===== src/rtl/branch_resolve_unit.sv =====
// Branch/jump resolution and fetch-PC sequencer.
// Resolves conditional branches, JAL and JALR, then redirects fetch or raises a misaligned-target trap.
module branch_resolve_unit #(
   parameter int               dataW   = 32,
   parameter logic [dataW-1:0] resetPC = '0
) (
   input  logic             clk,
   input  logic             nReset,
   input  logic             stall,
   input  logic             brValid,
   output logic             brReady,
   input  logic [2:0]       funct3,
   input  logic             jump,
   input  logic             jumpReg,
   input  logic [dataW-1:0] brPC,
   input  logic [dataW-1:0] rs1,
   input  logic [dataW-1:0] offset,
   input  logic             EQ,
   input  logic             NE,
   input  logic             LT,
   input  logic             LTU,
   input  logic             GE,
   input  logic             UGE,
   input  logic             trapAck,
   output logic [dataW-1:0] pc,
   output logic             flush,
   output logic             taken,
   output logic [dataW-1:0] linkAddr,
   output logic             misaligned
);

   typedef enum logic [1:0] {RUN, REDIRECT, TRAP} state_t;

   state_t           state;
   logic             cond;
   logic             take_req;
   logic             accept;
   logic [dataW-1:0] jr_sum;
   logic [dataW-1:0] target;

   always_comb begin
      cond = 1'b0;
      case (funct3)
         3'b000:  cond = EQ;
         3'b001:  cond = NE;
         3'b100:  cond = LT;
         3'b101:  cond = GE;
         3'b110:  cond = LTU;
         3'b111:  cond = UGE;
         default: cond = 1'b0;
      endcase
   end

   // JALR clears bit 0 of its sum; all sums wrap silently
   assign jr_sum   = rs1 + offset;
   assign target   = jumpReg ? (jr_sum & ~dataW'(1)) : (brPC + offset);
   assign take_req = jump | jumpReg | cond;
   assign brReady  = (state == RUN);
   assign accept   = brValid & brReady;

   always_ff @(posedge clk or negedge nReset) begin
      if (!nReset) begin
         state      <= RUN;
         pc         <= resetPC;
         flush      <= 1'b0;
         taken      <= 1'b0;
         linkAddr   <= '0;
         misaligned <= 1'b0;
      end else begin
         flush <= 1'b0;
         taken <= 1'b0;
         case (state)
            RUN: begin
               if (accept && (jump || jumpReg))
                  linkAddr <= brPC + dataW'(4);
               // a taken request overrides stall
               if (accept && take_req) begin
                  taken <= 1'b1;
                  flush <= 1'b1;
                  if (target[1]) begin
                     state      <= TRAP;
                     misaligned <= 1'b1;
                  end else begin
                     state <= REDIRECT;
                     pc    <= target;
                  end
               end else if (!stall) begin
                  pc <= pc + dataW'(4);
               end
            end
            REDIRECT: state <= RUN;
            TRAP: begin
               if (trapAck) begin
                  state      <= RUN;
                  misaligned <= 1'b0;
               end
            end
            default: state <= RUN;
         endcase
      end
   end

endmodule


===== config.mk =====
export PLATFORM = sky130hd
export DESIGN_NAME = branch_resolve_unit
export DESIGN_NICKNAME = d
export VERILOG_FILES = /design/src/rtl/branch_resolve_unit.sv
export SDC_FILE = /design/constraint.sdc
export NUM_CORES = 1
export LEC_CHECK = 0
export CORE_ASPECT_RATIO = 0.5
export CORE_UTILIZATION = 50
export DETAILED_ROUTE_END_ITERATION = 7
export GPL_ROUTABILITY_DRIVEN = 0
export GPL_TIMING_DRIVEN = 0
export HOLD_SLACK_MARGIN = 0.03
export MAX_ROUTING_LAYER = met4
export PLACE_DENSITY = 0.81
export SYNTH_ARGS = -nofsm -noshare
export SYNTH_HDL_FRONTEND = slang
export SYNTH_SLANG_ARGS = --single-unit

===== constraint.sdc =====
create_clock -name clk -period 2.5 [get_ports clk]
set_input_delay 0.375 -clock clk [delete_from_list [all_inputs] [get_ports clk]]
set_output_delay 0.375 -clock clk [all_outputs]
set_load 0.01 [all_outputs]

### Yosys cells after proc, flatten, opt, wreduce, memory -nomap -nowiden

Cells that the tools add are included.

* register bits: 68
* latch bits: 0
* bits in writable memories: 0
* bits in read-only memories: 0
* bits of input ports: 112
* output and inout port bits: 68
* logic and storage cells: 48
* memories kept: 0

* $add $sub $neg: 4
* multipliers: 0
* divide/modulo/power cells: 0
* $lt $le $gt $ge: 0
* equality and inequality tests: 11
* shifts and indexed selects: 0
* muxes and demuxes: 15
* bitwise gates (word level): 3
* reductions and logical operators: 10

Operators by type and width (count)
* 32-bit two-way mux: 4
* 32-bit by 3-bit adder with 32-bit output (second input constant): 2
* 32-bit adder: 2
* 3-bit == test (second input constant): 4
* 2-bit two-way mux: 3
* 2-bit by 1-bit inequality test with 1-bit output (second input constant): 3
* 1-bit case mux with 6 select lines: 1
* 1-bit two-way mux: 5
* 2-bit inequality test (second input constant): 2
* 2-bit case mux with 2 select lines: 1
* 2-bit AND reduction: 2
* 4-bit AND reduction: 1
* 3-bit by 1-bit == test with 1-bit output (second input constant): 1
* 3-bit zero test: 1
* 3-bit AND reduction: 1
* 2-bit == test (second input constant): 1
* 1-bit logical AND: 2
* 2-bit zero test: 1
* 1-bit OR: 2
* 1-bit case mux with 2 select lines: 1
* 2-bit nonzero test: 1
* 1-bit bitwise AND: 1
* 1-bit logical OR: 1

### Depth between registers and ports, before layout

Gate-level depths: netlist of run 1.

* depth after elaboration: 6
* gate-level depth with buffers: 12
* mapped depth without buffers: 12

### Least setup slack after synthesis of run 1

OpenSTA, ideal clock, no wires.

* path type: input port to flip-flop
* start: in offset[1]
* end: reg pc[28]
* data arrival time: 2620 ps
* slack: -258 ps
* stages on the path: 11
* buffers on the path: 0
* path through: inv_1 -> fa_1 -> nand2b_1 -> a21o_1 -> a31o_2 -> o31ai_4 -> a211oi_1 -> o41ai_1 -> xor2_1 -> mux2i_1 -> o221ai_1

* longest elaborated chain between the ends: 4
* elaborated cells on any way between the ends: 7
* classes of those cells: add/sub: 2; eq/ne: 1; mux: 3; reduce/logical: 1

Ends and longest elaborated chain
* start: declaration: RTL line 17 `input logic [dataW-1:0] offset,`
* 32-bit adder (on tied branches): RTL line 56, 55
* 32-bit two-way mux (*): RTL line 56 `assign target = jumpReg ? (jr_sum & ~dataW'(1)) : (brPC + offset);`
* 2-bit inequality test (no source line) / 32-bit two-way mux (equally long branches)
* 3-bit AND reduction (no source line) / 32-bit two-way mux (equally long branches)
* end signal: assignment: RTL line 64 `pc <= resetPC;`
* end signal: assignment: RTL line 85 `pc <= target;`
* end signal: assignment: RTL line 88 `pc <= pc + dataW'(4);`
* end: declaration: RTL line 25 `output logic [dataW-1:0] pc,`

Every way passes the cells marked *; elsewhere a longest branch is shown, timed or not. The select of a mux whose other input is x is not followed.
A chain may end at the register's enable or synchronous reset.

### Worst setup path in the final report of run 1

* start: in offset[17]
* end: reg pc[30]

* longest elaborated chain between the ends: 4
* elaborated cells on any way between the ends: 5
* classes of those cells: add/sub: 2; mux: 3

Ends and longest elaborated chain
* 32-bit adder (on tied branches): RTL line 56, 55
* 32-bit two-way mux (*): RTL line 56
* 32-bit two-way mux (*): RTL line 80 `if (target[1]) begin`
* 32-bit two-way mux (*): RTL line 77 `if (accept && take_req) begin`

Marks and branches as above.

==> results.sh, run 1 <==
export IMPL_cts_sinks=67
export IMPL_cp_end_kind="register"
export IMPL_required_ns=2.76
export IMPL_synth_warnings=0
export IMPL_antenna_found_initial=1
export IMPL_synth_top_cell_by_area="dfrtp_1"
export IMPL_p_int_mw=4.40
export IMPL_die_width_um=171
export IMPL_p_seq_frac=0.265
export IMPL_setup_viol=11
export IMPL_grt_total_usage=0.350
export IMPL_grt_pass1_vias=7949
export IMPL_drc_errors=0
export IMPL_via_per_inst=6.65
export IMPL_netlist_area_um2=7170
export IMPL_drtAntennaViolNets=0
export IMPL_die_area_um2=14900
export IMPL_arrival_ns=2.94
export IMPL_root_buffer="clkbuf_16"
export IMPL_hold_viol_final=0
export IMPL_placedCellCount=1305
export IMPL_synth_nets=1113
export IMPL_cts_max_path_buffers=2
export IMPL_clk_latency_ns=0.35
export IMPL_ys_seq_area_frac=0.234
export IMPL_p_leak_nw=4.53
export IMPL_setup_slack_ns=-0.178
export IMPL_ff_latch_area_um2=1680
export IMPL_numCtsBuffers=9
export IMPL_die_h_um=86.7
export IMPL_fillers=842
export IMPL_multi_input_area_um2=6410
export IMPL_hold_buffers=0
export IMPL_synth_area_per_cell_um2=7.66
export IMPL_finalCritPeriodShare=1.07
export IMPL_area_growth_pct=53.0
export IMPL_worst_pin_slew_ns=0.940
export IMPL_power_switching_share=0.414
export IMPL_yosys_top_cells_count="a21oi_1 (110), nor2_1 (104), nand2_1 (102), dfrtp_1 (67), ha_1 (63)"
export IMPL_io_pins=180
export IMPL_netlist_area_leader_share=0.234
export IMPL_row_count=30
export IMPL_p_sw_mw=3.11
export IMPL_grt_max_degree=68
export IMPL_hold_class="in2async"
export IMPL_maxCapViolations=0
export IMPL_cts_htree_levels=3
export IMPL_rsz0062_at_grt="true"
export IMPL_max_freq_ghz=0.373
export IMPL_synth_distinct_cells=71
export IMPL_p_per_area_nw_per_um2=684
export IMPL_grt_pass1_wl_mm=39.4
export IMPL_synth_async_reset_ratio=1.00
export IMPL_initial_utilization=0.521
export IMPL_layout_cells_non_filler=1358
export IMPL_fin_nets=1338
export IMPL_worstSetupStartpointType="primary input"
export IMPL_run_status="finished, violations left"
export IMPL_critPathBufInv=2
export IMPL_path_clk_slew_ns=0.06
export IMPL_ys_flop_type="dfrtp_1"
export IMPL_synth_most_common_cell="a21oi_1"
export IMPL_ir_drop_uv=446
export IMPL_drtIter0Drc=1229
export IMPL_pwr_share_comb=0.558
export IMPL_wl_per_cell_um=21.3
export IMPL_clkPwrFrac=0.177
export IMPL_path_cells="dlygate4sd2_1, ha_4, a21o_1, a2111oi_2, or3_4, a21oi_4, o211ai_1, a311oi_2, buf_4, o21a_1, o31ai_2"
export IMPL_slew_headroom=0.373
export IMPL_violations="negative setup slack"
export IMPL_coreArea_um2=13800
export IMPL_path_delay_family="compound AO/OA/AOI/OAI gates"
export IMPL_drive_above_1_share=0.235
export IMPL_hold_slack_ns=0.145
export IMPL_synthCells=936
export IMPL_max_stage_delay_ns=0.47
export IMPL_place_port_buffers=177
export IMPL_vias=9034
export IMPL_dp_hpwl_mm=18.6
export IMPL_gr_total_overflow=0
export IMPL_critical_path_class="in2reg"
export IMPL_slew_viol_final=0
export IMPL_dp_slack_ns=-1.43
export IMPL_synth_edf_count=0
export IMPL_yosys_top_cells_area="dfrtp_1 (23%), ha_1 (11%), a21oi_1 (7.7%), nor2_1 (5.4%), xor2_1 (5.4%)"
export IMPL_wl_mm=28.9
export IMPL_drt_pass1_iter_count=8
export IMPL_finalClockSkew_ns=0.00756
export IMPL_fin_crit_ns=2.68
export IMPL_crit_slowest_cell="a2111oi_2"
export IMPL_tritoncts="done"
export IMPL_crit_path_max_fanout=5
export IMPL_synth_seq_cells=67
[layer usage]
layer | global-route usage | routed length [um]
met5 | - | 0
met4 | 0.115 | 1500
met3 | 0.0858 | 3350
met2 | 0.541 | 12900
met1 | 0.448 | 11200
[area by class of cell]
| type | count | share of cell area |
|---|---|---|
| sequential | 67 | 0.153 |
| timing repair buffer | 226 | 0.192 |
| multi-input combinational | 813 | 0.584 |
| inverter | 18 | 0.00707 |
| tap | 192 | 0.0219 |
| antenna | 1 | 0.000228 |
| buffer | 26 | 0.0147 |
| clock inverter | 2 | 0.00319 |
| clock buffer | 13 | 0.0237 |
[cell usage in the layout, fill, tap and decap left out, drive strengths merged, types with 14 or more instances in the layout]
cell type	count
a21o	37
a21oi	110
a31oi	15
and3	17
buf	66
clkbuf	46
clkdlybuf4s50	113
dfrtp	67
dlygate4sd2	20
dlymetal6s2s	15
ha	63
inv	18
nand2	102
nand3	38
nand4	17
nor2	107
nor3	22
o211ai	14
o21ai	56
xnor2	30
xor2	44
[metrics by stage]
stage          cell area (um^2)  utilization  total power [mW]  TNS [ns]
6_report                  11000        0.796              7.51    -0.530
5_1_grt                   11000        0.796              7.82     -1.47
4_1_cts                   10300        0.746              7.00    -0.842
3_5_place_dp               9240        0.671              5.40    -47.40
3_3_place_gp               9250        0.671              5.30   -134.14
2_1_floorplan              7230            -              3.75    -0.287
[final timing paths]
| kind | startpoint | end | slack [ns] | cells past startpoint |
|---|---|---|---|---|
| max in group asynchronous | nReset | pc[12] | 1.69 | 1 |
| worst max register to register | state[0] | pc[12] | 0.06 | 10 |
| worst max-delay path | offset[17] | pc[30] | -0.18 | 11 |
| worst min register to register | pc[0] | pc[0] | 0.50 | 2 |
| worst min-delay path | nReset | linkAddr[0] | 0.15 | 1 |
| min in group clk | brPC[2] | linkAddr[2] | 0.31 | 2 |
[power by group through the flow]
stage               registers, mW  logic [mW]  clock network, mW
floorplan                    2.10        1.65                  0
global route                 2.04        4.41               1.37
CTS                          1.95        3.73               1.32
detailed placement           1.96        3.44                  0
global placement             1.95        3.35                  0
finish                       1.99        4.19               1.33
[what timing repair did]
item / 4_1_cts / 5_1_grt
gates cloned: 0 / 1
setup endpoints to repair: 54 / 48
pin swaps: 53 / 63
resized for setup: 193 / 166
buffers inserted: 28 / 20
[cell families (layout without fill, tap and decap cells)]
family	count (synthesis)	after routing	synth area share
flip-flops	67	67	0.234
multiplexers	15	15	0.0234
adder cells (fa/ha/maj)	65	65	0.115
other	1	2	0.000523
buffers and inverters	56	285	0.0330
XOR/XNOR	74	74	0.0904
AND/OR/NAND/NOR	351	351	0.232
AO/OA/AOI/OAI	307	307	0.271
[flip-flops by register name, summed over array words and instances, names as in the netlist]
register    cells
taken           1
misaligned      1
state           2
pc             31
linkAddr       32
Power figures use the tool's default switching activity.
==> run 2, diff against run 1 <==
--- a/config.mk
+++ b/config.mk
@@ -5,14 +5,17 @@
 export SDC_FILE = /design/constraint.sdc
 export NUM_CORES = 1
 export LEC_CHECK = 0
+export CELL_PAD_IN_SITES_DETAIL_PLACEMENT = 1
+export CELL_PAD_IN_SITES_GLOBAL_PLACEMENT = 1
 export CORE_ASPECT_RATIO = 0.5
-export CORE_UTILIZATION = 50
+export CORE_MARGIN = 8
+export CORE_UTILIZATION = 37
 export DETAILED_ROUTE_END_ITERATION = 7
 export GPL_ROUTABILITY_DRIVEN = 0
 export GPL_TIMING_DRIVEN = 0
 export HOLD_SLACK_MARGIN = 0.03
 export MAX_ROUTING_LAYER = met4
-export PLACE_DENSITY = 0.81
+export PLACE_DENSITY_LB_ADDON = 0.1
 export SYNTH_ARGS = -nofsm -noshare
 export SYNTH_HDL_FRONTEND = slang
 export SYNTH_SLANG_ARGS = --single-unit
==> run 2 against run 1 <==
The run still ends with negative setup slack left. Largest cell class unchanged. Largest power group unchanged. First-iteration DRC count is 66% lower. Highest routed layer unchanged. Worst hold slack better by 0.14 ns. Combinational power hardly changed. Die area is 64% higher. Total power is 0.13% higher. Via count is 7.7% lower.
==> results.sh, run 2 (synthesis results as in run 1) <==
export IMPL_drc_errors=0
export IMPL_ir_drop_uv=375
export IMPL_tritoncts="done"
export IMPL_r2r_end="pc[27]"
export IMPL_crit_path_max_fanout=3
export IMPL_drtAntennaViolNets=0
export IMPL_die_h_um=114
export IMPL_finalCritPeriodShare=1.01
export IMPL_placedCellCount=1380
export IMPL_rsz0062_at_grt="true"
export IMPL_drive_above_1_share=0.241
export IMPL_clkPwrFrac=0.179
export IMPL_grt_pass1_wl_mm=48.5
export IMPL_numCtsBuffers=9
export IMPL_place_port_buffers=177
export IMPL_drt_pass1_iter_count=5
export IMPL_via_per_inst=5.79
export IMPL_min_to="linkAddr[0]"
export IMPL_required_ns=2.78
export IMPL_placed_area_um2=9360
export IMPL_layout_common_cells="clkdlybuf4s50_1 (114), nand2_1 (97), nor2_1 (96)"
export IMPL_pwr_share_comb=0.556
export IMPL_final_common_cell="clkdlybuf4s50_1"
export IMPL_critical_path_class="in2reg"
export IMPL_die_area_um2=24400
export IMPL_fin_nets=1343
export IMPL_p_seq_frac=0.265
export IMPL_worstSetupStartpointType="primary input"
export IMPL_gr_total_overflow=0
export IMPL_cts_sinks=67
export IMPL_p_int_mw=4.38
export IMPL_fin_util=0.579
export IMPL_drtIter0Drc=415
export IMPL_row_count=36
export IMPL_p_sw_mw=3.14
export IMPL_cp_end_kind="register"
export IMPL_clk_latency_ns=0.35
export IMPL_reg2reg_depth=9
export IMPL_p_leak_nw=4.46
export IMPL_power_switching_share=0.418
export IMPL_worst_pin_slew_ns=0.857
export IMPL_maxCapViolations=0
export IMPL_fin_tns_setup_ns=-0.0300
export IMPL_setup_viol=1
export IMPL_p_per_area_nw_per_um2=676
export IMPL_io_pins=180
export IMPL_worst_hold_startpoint="brPC[0]"
export IMPL_r2r_slack_ns=0.11
export IMPL_hold_class="in2reg"
export IMPL_dp_hpwl_mm=23.8
export IMPL_run_status="finished, violations left"
export IMPL_hold_viol_final=0
export IMPL_area_growth_pct=55.2
export IMPL_layout_cells_non_filler=1439
export IMPL_timing_rr_start="pc[2]"
export IMPL_vias=8337
export IMPL_reg_top3="linkAddr: 32 flops, pc: 31 flops, state: 2 flops"
export IMPL_coreArea_um2=19200
export IMPL_power_mw=7.52
export IMPL_finalClockSkew_ns=0.00537
export IMPL_root_buffer="clkbuf_16"
export IMPL_worstHoldPathCells=2
export IMPL_largest_reg_flops=32
export IMPL_slew_viol_final=0
export IMPL_setup_slack_ns=-0.0300
export IMPL_fin_crit_ns=2.53
export IMPL_wl_per_cell_um=22.3
export IMPL_violations="negative setup slack"
export IMPL_slew_headroom=0.428
export IMPL_largest_register="linkAddr"
export IMPL_wl_mm=32.1
export IMPL_cts_htree_levels=3
export IMPL_grt_pass1_vias=8763
export IMPL_cts_max_path_buffers=2
export IMPL_max_freq_ghz=0.395
export IMPL_antenna_found_initial=2
export IMPL_initial_utilization=0.373
export IMPL_post_route_cell_area_um2=11100
export IMPL_die_width_um=213
export IMPL_arrival_ns=2.81
export IMPL_grt_total_usage=0.260
export IMPL_grt_max_degree=37
export IMPL_path_clk_slew_ns=0.06
==> run 2: cell types whose count changed in the layout (fill, tap and decap cells not counted), sizes merged <==
cell and delta:
clkinv +2, diode +1, dlygate4sd2 +14, clkinvlp +1, dlygate4sd3 +1, clkdlybuf4s50 +1, buf +6, clkbuf -9
clkdlybuf4s15 +2, dlymetal6s2s -12
==> run 2: routing by layer <==
layer	share of wire	GRT usage
met4	0.016	0.0622
met2	0.48	0.420
met5	0	-
met1	0.46	0.332
met3	0.052	0.0495
==> run 2: critical path, stage by stage <==
cell,delay [ns]
clkdlybuf4s50_1,0.49
ha_4,0.21
a21o_1,0.18
a21o_1,0.21
a21oi_2,0.21
mux2i_1,0.28
nor3_1,0.08
a311oi_1,0.34
nand3_1,0.12
a21o_1,0.17
a21oi_1,0.14
==> run 2: cell type report <==
class	instances	area, um^2
Inverter	18	80.1
Timing Repair Buffer	232	2150
Clock buffer	11	243
Sequential cell	67	1680
Tap cell	266	333
Clock inverter	5	52.6
Multi-Input combinational cell	813	6430
Fill cell	2262	8100
Antenna cell	2	5.00
Buffer	25	165
==> run 2: power by group through the flow <==
stage	Sequential [mW]	Clock, mW	Combinational (mW)
2_1_floorplan	2.10	0	1.65
3_3_place_gp	1.97	0	3.49
3_5_place_dp	1.99	0	3.57
4_1_cts	1.98	1.36	3.91
5_1_grt	2.06	1.40	4.48
6_report	1.99	1.35	4.18
==> run 2: repair_timing <==
action	4_1_cts	5_1_grt
gates resized for setup	256	109
hold buffers	1	0
endpoints found under the setup margin	60	30
cloned	0	0
pin swaps	53	49
buffers inserted	30	23
endpoints found under the hold margin	31	0
==> run 2: worst max path at each step <==
stage,start,endpoint,slack (ns),depth (start not counted)
2_1_floorplan,offset[0],pc[30],-0.12,11
3_3_place_gp,offset[0],pc[25],-1.60,12
3_5_place_dp,offset[0],pc[25],-1.65,12
4_1_cts,offset[0],pc[30],-0.03,13
5_1_grt,offset[19],pc[30],-0.11,9
6_report,offset[23],pc[27],-0.03,11
==> run 2: stage by stage <==
step	hold WS (ns)	worst slack (ns)
final	0.288	-0.0300
after CTS	0.308	-0.0307
after global routing	0.295	-0.105
after floorplan	0.0794	-0.122
after detailed placement	0.360	-1.65
after global placement	0.471	-1.60
